<file path="src/rtl/tt_sweep_capture.sv">
// Sweeps all 2^NIN minterms into a combinational function block and captures its truth table.
// Optional TT_POPCOUNT_EN adds an onset output counting minterms with f=1.
module tt_sweep_capture #(
    parameter int NIN = 7,
    parameter int LAT = 0,
    localparam int TT_W = 2 ** NIN
) (
    input  logic            clk,
    input  logic            rst_n,
    input  logic            start,
    output logic            busy,
    output logic [NIN-1:0]  x_o,
    input  logic            f_i,
    input  logic [TT_W-1:0] exp_tt,
    output logic            res_valid,
    input  logic            res_ready,
    output logic [TT_W-1:0] tt,
    output logic            mismatch
`ifdef TT_POPCOUNT_EN
    ,
    output logic [NIN:0]    onset
`endif
);

    localparam logic [1:0] S_IDLE  = 2'd0;
    localparam logic [1:0] S_SWEEP = 2'd1;
    localparam logic [1:0] S_DRAIN = 2'd2;
    localparam logic [1:0] S_HOLD  = 2'd3;

    logic [1:0]      state_q, state_d;
    logic [NIN:0]    idx_q;
    logic [TT_W-1:0] tt_q;
    logic [TT_W-1:0] exp_q;
    logic            mismatch_q;
    logic            start_acc;
    logic            drive_vld;
    logic            cap_vld;
    logic [NIN-1:0]  cap_idx;
    logic            pipe_busy;

    assign start_acc = (state_q == S_IDLE) && start;
    // idx carries one extra bit so the end of the sweep is seen without wrapping
    assign drive_vld = (state_q == S_SWEEP) && !idx_q[NIN];

    always_comb begin
        state_d = state_q;
        case (state_q)
            S_IDLE:  if (start) state_d = S_SWEEP;
            S_SWEEP: if (idx_q[NIN]) state_d = (LAT > 0) ? S_DRAIN : S_HOLD;
            S_DRAIN: if (!pipe_busy) state_d = S_HOLD;
            S_HOLD:  if (res_ready) state_d = S_IDLE;
            default: state_d = S_IDLE;
        endcase
    end

    always_comb begin
        x_o = '0;
        if (state_q == S_SWEEP || state_q == S_DRAIN) begin
            x_o = idx_q[NIN] ? '1 : idx_q[NIN-1:0];
        end
    end

    generate
        if (LAT == 0) begin : g_comb
            assign cap_vld   = drive_vld;
            assign cap_idx   = idx_q[NIN-1:0];
            assign pipe_busy = 1'b0;
        end else begin : g_pipe
            // Minterm index travels alongside the function block's latency
            logic [LAT-1:0] vld_q;
            logic [NIN-1:0] pidx_q [LAT];

            always_ff @(posedge clk or negedge rst_n) begin
                if (!rst_n) begin
                    vld_q <= '0;
                    for (int i = 0; i < LAT; i++) pidx_q[i] <= '0;
                end else begin
                    vld_q[0]  <= drive_vld;
                    pidx_q[0] <= idx_q[NIN-1:0];
                    for (int i = 1; i < LAT; i++) begin
                        vld_q[i]  <= vld_q[i-1];
                        pidx_q[i] <= pidx_q[i-1];
                    end
                end
            end

            assign cap_vld   = vld_q[LAT-1];
            assign cap_idx   = pidx_q[LAT-1];
            assign pipe_busy = |vld_q;
        end
    endgenerate

    always_ff @(posedge clk or negedge rst_n) begin
        if (!rst_n) begin
            state_q    <= S_IDLE;
            idx_q      <= '0;
            tt_q       <= '0;
            exp_q      <= '0;
            mismatch_q <= 1'b0;
        end else begin
            state_q <= state_d;
            if (start_acc) begin
                idx_q      <= '0;
                tt_q       <= '0;
                exp_q      <= exp_tt;
                mismatch_q <= 1'b0;
            end else begin
                if (drive_vld) idx_q <= idx_q + {{NIN{1'b0}}, 1'b1};
                if (cap_vld) tt_q[cap_idx] <= f_i;
                // Table is complete by the time HOLD is entered
                if (state_q != S_HOLD && state_d == S_HOLD) mismatch_q <= (tt_q != exp_q);
            end
        end
    end

`ifdef TT_POPCOUNT_EN
    logic [NIN:0] onset_q;

    always_ff @(posedge clk or negedge rst_n) begin
        if (!rst_n) begin
            onset_q <= '0;
        end else if (start_acc) begin
            onset_q <= '0;
        end else if (cap_vld && f_i) begin
            onset_q <= onset_q + {{NIN{1'b0}}, 1'b1};
        end
    end

    assign onset = onset_q;
`endif

    assign busy      = (state_q == S_SWEEP) || (state_q == S_DRAIN);
    assign res_valid = (state_q == S_HOLD);
    assign tt        = tt_q;
    assign mismatch  = mismatch_q;

endmodule

</file>
<file path="config.mk">
export PLATFORM = sky130hd
export DESIGN_NAME = tt_sweep_capture
export DESIGN_NICKNAME = d
export VERILOG_FILES = /design/src/rtl/tt_sweep_capture.sv
export SDC_FILE = /design/constraint.sdc
export NUM_CORES = 1
export LEC_CHECK = 0
export CORE_MARGIN = 1
export CORE_UTILIZATION = 40
export CTS_BUF_LIST = sky130_fd_sc_hd__clkbuf_16
export DETAILED_ROUTE_END_ITERATION = 7
export PLACE_DENSITY_LB_ADDON = 0.05
export REMOVE_ABC_BUFFERS = 1
export SYNTH_ARGS = -nofsm -noshare
export SYNTH_HDL_FRONTEND = slang
export SYNTH_SLANG_ARGS = --single-unit
</file>
<file path="constraint.sdc">
create_clock -name clk -period 3.3 [get_ports clk]
set_input_delay 0.66 -clock clk [delete_from_list [all_inputs] [get_ports clk]]
set_output_delay 0.66 -clock clk [all_outputs]
set_load 0.005 [all_outputs]
</file>
==> results_dict.tcl <==
set metrics [dict create \
    fin_tns_setup_ps 0 \
    grt_pass1_vias 11100 \
    die_w_um 180 \
    layout_common_cells "478 x nand2_1, 268 x clkdlybuf4s50_1, 267 x dfrtp_1, 117 x a21oi_1, 103 x o21ai_0" \
    cts_tree "yes" \
    top_usage_layer "met2" \
    synth_warnings 0 \
    synth-seq-cells 267 \
    hpwl_um 29000 \
    drv_slew 0 \
    grt_max_degree 149 \
    synth-seq-area-share_pct 52.5 \
    die-area_um2 32500 \
    clockBufferDepth 3 \
    final_common_cell "nand2_1" \
    drtIter0Drc 861 \
    r2r_cells 7 \
    grt.total_usage_pct 25.8 \
    ant_nets 0 \
    cts.hold.buffers_added 0 \
    cts_root_buffer "clkbuf_16" \
    place.gp.congestion 0.878 \
    cp_max_fo 8 \
    cts_buffers 30 \
    period_share_pct 86.5 \
    timing.fmax_mhz 350 \
    tightestPinTransition_ps 892 \
    wirelength_um 42200 \
    overflow 0 \
    rsz0062_at_grt "false" \
    die_h_um 180 \
    regToRegSetupSlack_ps 820 \
    final_cells 2123 \
    synthToLayoutAreaGrowth_pct 31.8 \
    clock_skew_ps 7.45 \
    hold_viol 0 \
    reg2reg_to "idx_q[5]" \
    hold_class "in -> async" \
    yosysTopAreaCellShare_pct 52.5 \
    antenna_found_initial 0 \
    leakagePower_nw 7.45 \
    cts_resized 0 \
    fillerInstances 2859 \
    vias 11300 \
    fin_nets 1846 \
    syn_avg_cell_area_um2 8.70 \
    postSynthCellCount 1461 \
    met1_usage_pct 36.4 \
    cts_sinks 267 \
    relSlewSlack_pct 40.3 \
    cp-startpoint "state_q[0]" \
    criticalPathCategory "reg -> out" \
    required_ps 2640 \
    synth-edff-count 0 \
    endpoint_kind "output port" \
    r2r-start "state_q[1]" \
    dp_cells 2071 \
    dpl_cell_area_um2 15900 \
    clk_pin_slew_worst_paths_ps 60 \
    cp_data_arrival_time_ps 2190 \
    coreArea_um2 30900 \
    port_buffers 270 \
    setup_viol 0 \
    ios 271 \
    drive_above_1_share_pct 4.57 \
    ys.flop_type "dfrtp_1" \
    async_flop_share_pct 100 \
    placementRows 64 \
    wl_per_cell_um 19.9 \
    critPathLaunchType "flop" \
    p_total_mw 14.8 \
    firstDrtPassIters 5 \
    h-tree-depth 1 \
    irDropWorstVdd_mv 0.439 \
    synth_area_um2 12700 \
    insertedDiodeCount 0 \
    met3_usage_pct 4.24 \
    initial_utilization_pct 41.1 \
    status "complete, no violations" \
    yosys-top-cells-area "dfrtp_1 53%, nand2_1 14%, xnor2_1 6.7%" \
    vias_per_cell 5.30 \
    grt_pass1_wl_um 65400 \
    synth.distinct_cells 41 \
    postLayoutCellArea_um2 16800 \
    p_per_area_nw_per_um2 880 \
    post-cts-setup-buffers 0 \
    finalCriticalPeriod_ps 2850 \
    use_met2_pct 41.3 \
    synth_area_leader_cell "dfrtp_1" \
    drc 0 \
    drv_cap 0 \
    clkLatencyLatePin_ps 550 \
]
==> cells in the mapped netlist (all sizes together), types with 2 or more instances <==
cell type,number
nand2,480
dfrtp,267
a21oi,118
o21ai,105
xnor2,98
nand3,93
nor2,64
clkbuf,61
xor2,35
nand4,26
buf,24
mux2i,16
nor4,16
nor3,10
nand2b,8
o21a,7
ha,6
nor2b,6
and2,4
and3,3
inv,3
and4,2
nor3b,2
or3,2
==> logic make-up after synthesis <==
| kind of cell | share of synthesized area (%) |
|---|---|
| mux | 1.26 |
| flops | 52.5 |
| simple gates | 24.1 |
| xor+xnor | 9.16 |
| compound gates | 9.38 |
| fa+ha+maj | 0.590 |
| buf+inv | 3.00 |
==> final cells by class <==
type | instances | area [um2] | share of cell area (%)
sequential | 267 | 6680 | 39.9
multi-input combinational | 1106 | 5660 | 33.8
clock buffer | 31 | 776 | 4.63
clock inverter | 21 | 136 | 0.814
inverter | 3 | 11.3 | 0.0672
tap | 396 | 495 | 2.96
timing repair buffer | 299 | 3000 | 17.9
==> metal layers <==
metal / vias to the layer above / wire (um)
met5: - / 0
met4: 0 / 1110
met3: 80 / 2690
met2: 410 / 19300
met1: 5472 / 19100
li1: 5300 / -
==> critical path: stages, from the launching register on <==
cell,delay [ps]
dfrtp_1,400
inv_1,110
ha_1,440
o21a_1,190
clkdlybuf4s50_1,510
==> through the flow <==
stage	setup WS (ps)	hold WS, ps	util, %
after floorplan	-3300	364	-
after global placement	560	478	51.3
after detailed placement	474	482	51.3
after CTS	446	203	54.2
after global routing	381	204	54.2
final	446	151	54.2
==> sequential cells by signal, summed over array words and instances, names as in the netlist <==
register,flops
idx_q,8
exp_q,128
tt,128
state_q,2
mismatch,1
==> where the power goes <==
group / switching (mW) / internal (mW) / total (mW)
Combinational: 2.82 / 2.82 / 5.64
Sequential: 1.38 / 4.58 / 5.96
Clock: 1.33 / 1.83 / 3.16
Total: 5.52 / 9.23 / 14.8
==> worst max-delay path by stage <==
stage                to  depth (start not counted)
4_1_cts          x_o[1]                          4
5_1_grt          x_o[1]                          4
3_5_place_dp     tt[92]                          6
3_3_place_gp   exp_q[5]                          6
6_report         x_o[6]                          4
2_1_floorplan     tt[5]                          8
No activity file was read; power rests on OpenSTA's default activity.
